==> config.mk <==
export PLATFORM = sky130hd
export DESIGN_NAME = ram_port_arbiter_flat
export DESIGN_NICKNAME = d
export VERILOG_FILES = /design/src/rtl/ram_port_arbiter_pkg.sv /design/src/rtl/ram_port_arbiter_if.sv /design/src/rtl/ram_port_arbiter_rr_arb2.sv /design/src/rtl/ram_port_arbiter.sv /design/src/flat_wrapper.sv
export SDC_FILE = /design/constraint.sdc
export NUM_CORES = 1
export LEC_CHECK = 0
export CAP_MARGIN = 20
export CELL_PAD_IN_SITES_DETAIL_PLACEMENT = 1
export CELL_PAD_IN_SITES_GLOBAL_PLACEMENT = 1
export CORE_MARGIN = 5
export CORE_UTILIZATION = 20
export CTS_CLUSTER_DIAMETER = 80
export DETAILED_ROUTE_END_ITERATION = 8
export GPL_TIMING_DRIVEN = 0
export PLACE_DENSITY_LB_ADDON = 0.08
export SYNTH_ARGS = -nofsm -noshare
export SYNTH_HDL_FRONTEND = slang
export SYNTH_SLANG_ARGS = --single-unit
==> constraint.sdc <==
create_clock -name clk -period 4.1 [get_ports clk]
set_clock_uncertainty 0.1 [all_clocks]
set_input_delay 0.82 -clock clk [delete_from_list [all_inputs] [get_ports clk]]
set_output_delay 0.82 -clock clk [all_outputs]
set_load 0.005 [all_outputs]
==> src/rtl/ram_port_arbiter_pkg.sv <==
// Shared types for the two-client RAM port arbiter.
// Client identifiers double as the round-robin pointer encoding.
package ram_port_arbiter_pkg;

  typedef enum logic {
    CLIENT_A = 1'b0,
    CLIENT_B = 1'b1
  } client_e;

  function automatic client_e gnt_to_client(input logic [1:0] gnt);
    return gnt[1] ? CLIENT_B : CLIENT_A;
  endfunction

endpackage

==> src/rtl/ram_port_arbiter_if.sv <==
// Client and RAM-side signal bundle for ram_port_arbiter.
// The slave modport is the arbiter's view; master is the clients/RAM view.
interface ram_port_arbiter_if #(
  parameter int SIZE  = 8,
  parameter int DEPTH = 8
);
  localparam int ADDR_W = (DEPTH > 1) ? $clog2(DEPTH) : 1;

  logic              a_req;
  logic              b_req;
  logic              a_we;
  logic              b_we;
  logic [ADDR_W-1:0] a_addr;
  logic [ADDR_W-1:0] b_addr;
  logic [SIZE-1:0]   a_wdata;
  logic [SIZE-1:0]   b_wdata;
  logic              a_gnt;
  logic              b_gnt;
  logic              a_rvalid;
  logic              b_rvalid;
  logic [SIZE-1:0]   a_rdata;
  logic [SIZE-1:0]   b_rdata;
  logic              ram_we;
  logic [ADDR_W-1:0] ram_waddr;
  logic [SIZE-1:0]   ram_wdata;
  logic [ADDR_W-1:0] ram_raddr;
  logic [SIZE-1:0]   ram_rdata;

  modport slave (
    input  a_req, b_req, a_we, b_we, a_addr, b_addr, a_wdata, b_wdata,
    input  ram_rdata,
    output a_gnt, b_gnt, a_rvalid, b_rvalid, a_rdata, b_rdata,
    output ram_we, ram_waddr, ram_wdata, ram_raddr
  );

  modport master (
    output a_req, b_req, a_we, b_we, a_addr, b_addr, a_wdata, b_wdata,
    output ram_rdata,
    input  a_gnt, b_gnt, a_rvalid, b_rvalid, a_rdata, b_rdata,
    input  ram_we, ram_waddr, ram_wdata, ram_raddr
  );

endinterface

==> src/rtl/ram_port_arbiter_rr_arb2.sv <==
// Two-way round-robin arbiter: on contention, grants the client that
// did not win last time. Pointer state is held by the parent.
module rr_arb2
  import ram_port_arbiter_pkg::*;
(
  input  logic [1:0] req,
  input  client_e    last,
  output logic [1:0] gnt
);

  always_comb begin
    gnt = 2'b00;
    case (req)
      2'b01:   gnt = 2'b01;
      2'b10:   gnt = 2'b10;
      2'b11:   gnt = (last == CLIENT_A) ? 2'b10 : 2'b01;
      default: gnt = 2'b00;
    endcase
  end

endmodule

==> src/rtl/ram_port_arbiter.sv <==
// Shares one simple dual-port RAM (registered read) between clients A and B,
// arbitrating write and read ports independently and routing read returns.
module ram_port_arbiter
  import ram_port_arbiter_pkg::*;
#(
  parameter int SIZE  = 8,
  parameter int DEPTH = 8
) (
  input logic               clk,
  input logic               rst_n,
  ram_port_arbiter_if.slave bus
);

  localparam int ADDR_W = (DEPTH > 1) ? $clog2(DEPTH) : 1;

  logic [1:0]        wr_req;
  logic [1:0]        rd_req;
  logic [1:0]        wr_gnt;
  logic [1:0]        rd_cand;
  logic [1:0]        rd_gnt;
  logic [ADDR_W-1:0] cand_raddr;
  logic              collide;

  client_e wptr_q, wptr_d;
  client_e rptr_q, rptr_d;
  client_e rd_tag_q, rd_tag_d;
  logic    rd_pending_q, rd_pending_d;

  // Gating with rst_n keeps grants and RAM writes off while reset is held.
  always_comb begin
    wr_req = {bus.b_req & bus.b_we, bus.a_req & bus.a_we} & {2{rst_n}};
    rd_req = {bus.b_req & ~bus.b_we, bus.a_req & ~bus.a_we} & {2{rst_n}};
  end

  rr_arb2 u_wr_arb (
    .req  (wr_req),
    .last (wptr_q),
    .gnt  (wr_gnt)
  );

  rr_arb2 u_rd_arb (
    .req  (rd_req),
    .last (rptr_q),
    .gnt  (rd_cand)
  );

  // A read hitting the address being written this cycle yields to the write.
  always_comb begin
    bus.ram_we    = |wr_gnt;
    bus.ram_waddr = wr_gnt[1] ? bus.b_addr  : bus.a_addr;
    bus.ram_wdata = wr_gnt[1] ? bus.b_wdata : bus.a_wdata;
    cand_raddr    = rd_cand[1] ? bus.b_addr : bus.a_addr;
    collide       = (|wr_gnt) && (|rd_cand) && (cand_raddr == bus.ram_waddr);
    rd_gnt        = collide ? 2'b00 : rd_cand;
    bus.ram_raddr = rd_gnt[1] ? bus.b_addr : bus.a_addr;
    bus.a_gnt     = wr_gnt[0] | rd_gnt[0];
    bus.b_gnt     = wr_gnt[1] | rd_gnt[1];
  end

  always_comb begin
    wptr_d       = (|wr_gnt) ? gnt_to_client(wr_gnt) : wptr_q;
    rptr_d       = (|rd_gnt) ? gnt_to_client(rd_gnt) : rptr_q;
    rd_pending_d = |rd_gnt;
    rd_tag_d     = gnt_to_client(rd_gnt);
  end

  always_ff @(posedge clk or negedge rst_n) begin
    if (!rst_n) begin
      wptr_q       <= CLIENT_B;
      rptr_q       <= CLIENT_B;
      rd_pending_q <= 1'b0;
      rd_tag_q     <= CLIENT_A;
    end else begin
      wptr_q       <= wptr_d;
      rptr_q       <= rptr_d;
      rd_pending_q <= rd_pending_d;
      rd_tag_q     <= rd_tag_d;
    end
  end

  always_comb begin
    bus.a_rvalid = rd_pending_q && (rd_tag_q == CLIENT_A);
    bus.b_rvalid = rd_pending_q && (rd_tag_q == CLIENT_B);
    bus.a_rdata  = bus.ram_rdata;
    bus.b_rdata  = bus.ram_rdata;
  end

endmodule

==> src/flat_wrapper.sv <==
// flat-port wrapper written by rule: the top's interface ports become plain ports
module ram_port_arbiter_flat import ram_port_arbiter_pkg::*;
#(
  parameter int SIZE  = 8,
  parameter int DEPTH = 8
)
  (clk, rst_n, bus_a_req, bus_b_req, bus_a_we, bus_b_we, bus_a_addr, bus_b_addr, bus_a_wdata, bus_b_wdata, bus_ram_rdata, bus_a_gnt, bus_b_gnt, bus_a_rvalid, bus_b_rvalid, bus_a_rdata, bus_b_rdata, bus_ram_we, bus_ram_waddr, bus_ram_wdata, bus_ram_raddr);
  ram_port_arbiter_if #(.SIZE(SIZE), .DEPTH(DEPTH)) bus_i ();
  input logic clk;
  input logic rst_n;
  input wire logic [$bits(bus_i.a_req)-1:0] bus_a_req;
  input wire logic [$bits(bus_i.b_req)-1:0] bus_b_req;
  input wire logic [$bits(bus_i.a_we)-1:0] bus_a_we;
  input wire logic [$bits(bus_i.b_we)-1:0] bus_b_we;
  input wire logic [$bits(bus_i.a_addr)-1:0] bus_a_addr;
  input wire logic [$bits(bus_i.b_addr)-1:0] bus_b_addr;
  input wire logic [$bits(bus_i.a_wdata)-1:0] bus_a_wdata;
  input wire logic [$bits(bus_i.b_wdata)-1:0] bus_b_wdata;
  input wire logic [$bits(bus_i.ram_rdata)-1:0] bus_ram_rdata;
  output wire logic [$bits(bus_i.a_gnt)-1:0] bus_a_gnt;
  output wire logic [$bits(bus_i.b_gnt)-1:0] bus_b_gnt;
  output wire logic [$bits(bus_i.a_rvalid)-1:0] bus_a_rvalid;
  output wire logic [$bits(bus_i.b_rvalid)-1:0] bus_b_rvalid;
  output wire logic [$bits(bus_i.a_rdata)-1:0] bus_a_rdata;
  output wire logic [$bits(bus_i.b_rdata)-1:0] bus_b_rdata;
  output wire logic [$bits(bus_i.ram_we)-1:0] bus_ram_we;
  output wire logic [$bits(bus_i.ram_waddr)-1:0] bus_ram_waddr;
  output wire logic [$bits(bus_i.ram_wdata)-1:0] bus_ram_wdata;
  output wire logic [$bits(bus_i.ram_raddr)-1:0] bus_ram_raddr;
  assign bus_i.a_req = bus_a_req;
  assign bus_i.b_req = bus_b_req;
  assign bus_i.a_we = bus_a_we;
  assign bus_i.b_we = bus_b_we;
  assign bus_i.a_addr = bus_a_addr;
  assign bus_i.b_addr = bus_b_addr;
  assign bus_i.a_wdata = bus_a_wdata;
  assign bus_i.b_wdata = bus_b_wdata;
  assign bus_i.ram_rdata = bus_ram_rdata;
  assign bus_a_gnt = bus_i.a_gnt;
  assign bus_b_gnt = bus_i.b_gnt;
  assign bus_a_rvalid = bus_i.a_rvalid;
  assign bus_b_rvalid = bus_i.b_rvalid;
  assign bus_a_rdata = bus_i.a_rdata;
  assign bus_b_rdata = bus_i.b_rdata;
  assign bus_ram_we = bus_i.ram_we;
  assign bus_ram_waddr = bus_i.ram_waddr;
  assign bus_ram_wdata = bus_i.ram_wdata;
  assign bus_ram_raddr = bus_i.ram_raddr;
  ram_port_arbiter #(.SIZE(SIZE), .DEPTH(DEPTH)) u_core (.clk(clk), .rst_n(rst_n), .bus(bus_i));
endmodule
==> impl_metrics.py <==
metrics = {
    "run_status": {
        "outcome": "finished clean",
    },
    "worst_setup_path": {
        "crit_chain": "clkdlybuf4s50_1 > and3_1 > a2bb2oi_1 > o21a_1 > o32ai_2 > clkdlybuf4s50_1",
        "cp_data_required_time_ps": 3180,
        "cp-start-kind": "input pin",
        "cpMaxStageDelayCell": "clkdlybuf4s50_1",
        "slowest_delay_ps": 740,
        "reg2reg_from": "u_core.rptr_q$_DFFE_PN1P_",
        "cpMostUsedCell": "clkdlybuf4s50_1",
        "endpoint_kind": "primary output",
        "crit_family": "buffers and inverters",
        "startpoint": "rst_n",
        "reg2reg_slack_ps": 2550,
        "cp_max_fo": 12,
        "worst-setup-path-type": "input pin to primary output",
        "crit_cells": 6,
        "endpoint": "bus_a_gnt",
        "reg2reg_depth": 4,
        "crit_buf_inv": 2,
        "cp.arrival_ps": 2980,
        "r2r_end": "u_core.rptr_q$_DFFE_PN1P_",
    },
    "timing": {
        "maxSlewViolCount": 0,
        "hold_viol_final": 0,
        "tightest_slew_ps": 472,
        "hold-worst-slack_ps": 372,
        "maxSlewHeadroom_pct": 68.3,
        "setup_ws_ps": 203,
        "fmax_mhz": 257,
        "setup_tns_ps": 0,
        "finalCritPeriodShare_pct": 95.1,
        "min_period_ps": 3900,
        "setup_viol": 0,
        "rsz0062_at_grt": "false",
    },
    "die": {
        "core_area_mm2": 0.00336,
        "start_util_pct": 20.7,
        "dieArea_mm2": 0.00476,
        "die_h_um": 69.0,
        "rows": 21,
        "die_w_um": 69.0,
        "ios": 71,
    },
    "finish": {
        "layout-drive-gt1-share_pct": 26.6,
        "nets": 177,
        "n_antenna_cell": 0,
        "fillers": 421,
        "fin_cells": 185,
        "area_growth_pct": 97.8,
    },
    "logic_synthesis": {
        "synth_edf_count": 0,
        "ys_warn_count": 0,
        "synth_ff_type": "dfstp_2",
        "syn_area_um2": 696,
        "syn_area_per_cell_um2": 9.15,
        "ys_seq_elements": 4,
        "netlist.area_leader.share_pct": 19.4,
        "ys_seq_area_share_pct": 14.7,
        "synthArstFlopShare_pct": 100,
        "syn_inst": 76,
        "synth_fp_nets": 112,
        "synth.distinct_cells": 33,
        "yosys-top-cells-area": "mux2_4, buf_4, dfstp_2",
        "yosys.area.top_type": "mux2_4",
    },
    "routing": {
        "drtAntennaViolNets": 0,
        "drc": 0,
        "first_iter_violations": 7,
        "vias": 791,
        "wire_per_inst_um": 13.2,
        "finalWirelength_mm": 2.45,
        "drt_pass1_iterations": 4,
        "vias_per_cell": 4.28,
    },
    "clock_network": {
        "cts_tree": "built",
        "clk_latency_ps": 230,
        "cts_root_buf": "clkbuf_4",
        "post_cts_buffers": 0,
        "numCtsBuffers": 3,
        "clockBufferDepth": 2,
        "cts.sinks": 4,
        "hold_buffers": 0,
        "cts.repair.resized": 0,
        "clk_pin_slew_ps": 40,
        "htreeDepth": 1,
    },
    "placement": {
        "io_buffers": 60,
        "place_ws_ps": 186,
        "dp_hpwl_mm": 2.15,
        "gp_congestion": 0.685,
        "dp_cells": 182,
    },
    "power": {
        "p_leak_uw": 0.000616,
        "total_power_uw": 237,
        "p_per_area_mw_per_mm2": 172,
        "peakVddDrop_mv": 0.0549,
    },
    "hold_path": {
        "hp-class": "register to register",
    },
    "global_routing": {
        "antenna_found_initial": 0,
        "grt_use_total_pct": 9.14,
        "overflow": 0,
        "grt_pass1_wl_mm": 3.37,
        "grt_pass1_vias": 805,
        "grt_max_degree": 13,
    },
    "flow_run": {
        "drv_cap": 0,
    },
}
cell usage in the layout, fill, tap and decap left out, drive strengths merged, types with 2 or more instances in the layout:
cell type	instances
nand3b	2
and3	2
mux2	14
clkdlybuf4s50	60
nor2	2
nand2	6
dfrtp	2
buf	19
inv	3
clkbuf	3
nand3	3
xor2	3
nor3	2
dfstp	2
metal layers:
metal  vias to the layer above  global-route usage, %  routed length [um]
met5                         -                      0                   0
met4                         0                   5.11                  19
met3                         2                   1.46                 313
met2                        44                   17.1                1230
met1                       367                   9.53                 883
li1                        378                      -                   -
kinds of logic after synthesis:
logic type                after synthesis  share of synthesized area, %
DFF                                     4                          14.7
AOI/OAI and AO/OA                      10                          12.4
muxes                                  14                          27.5
buffers and inverters                  22                          22.8
and+or+nand+nor                        22                          17.4
xor gates and xnor gates                4                          5.04
stage by stage:
step	util, %	area [um^2]
6_report	40.9	1380
5_1_grt	40.9	1380
4_1_cts	40.9	1380
3_5_place_dp	40.3	1350
3_3_place_gp	40.3	1350
2_1_floorplan	-	696
cell usage after synthesis (2+ instances only):
library cell / instances
and3_1: 2
mux2_1: 3
nor2_1: 2
nand3b_1: 2
nand2_1: 5
nor3_1: 2
inv_1: 3
buf_6: 2
mux2_4: 9
dfstp_2: 2
xor2_1: 3
mux2_2: 2
buf_4: 16
dfrtp_1: 2
nand3_1: 3
layout make-up:
type / count / area [um^2] / share of cell area (%)
buffer: 19 / 148 / 10.7
clock buffer: 3 / 22.5 / 1.64
inverter: 3 / 11.3 / 0.818
multi-input combinational: 50 / 434 / 31.5
sequential: 4 / 103 / 7.45
tap: 46 / 57.6 / 4.18
timing repair buffer: 60 / 601 / 43.6
worst min path at each step:
stage	startpoint	depth (start not counted)	to	slack, ps
final	u_core.wptr_q$_DFFE_PN1P_	2	u_core.wptr_q$_DFFE_PN1P_	370
after global routing	u_core.wptr_q$_DFFE_PN1P_	2	u_core.wptr_q$_DFFE_PN1P_	400
after floorplan	u_core.wptr_q$_DFFE_PN1P_	2	u_core.wptr_q$_DFFE_PN1P_	350
after detailed placement	u_core.wptr_q$_DFFE_PN1P_	2	u_core.wptr_q$_DFFE_PN1P_	370
after CTS	u_core.wptr_q$_DFFE_PN1P_	2	u_core.wptr_q$_DFFE_PN1P_	370
after global placement	u_core.wptr_q$_DFFE_PN1P_	2	u_core.wptr_q$_DFFE_PN1P_	360
tightest hold or removal path: stages (launching register included):
cell and delay, ps:
dfstp_2 370, nand2_1 50, nand2_1 40
power breakdown:
part | internal, uW | switching (uW) | total [uW]
combinational | 91.8 | 41.9 | 134
sequential | 49.5 | 6.02 | 55.5
clock | 32.7 | 15.2 | 47.9
total | 174 | 63.1 | 237
sequential cells by signal (all words and copies together), names as in the netlist:
name and flops:
u_core.wptr_q 1, u_core.rd_pending_q 1, u_core.rptr_q 1, u_core.rd_tag_q 1
Note: power is estimated with default switching activity, not from simulation.
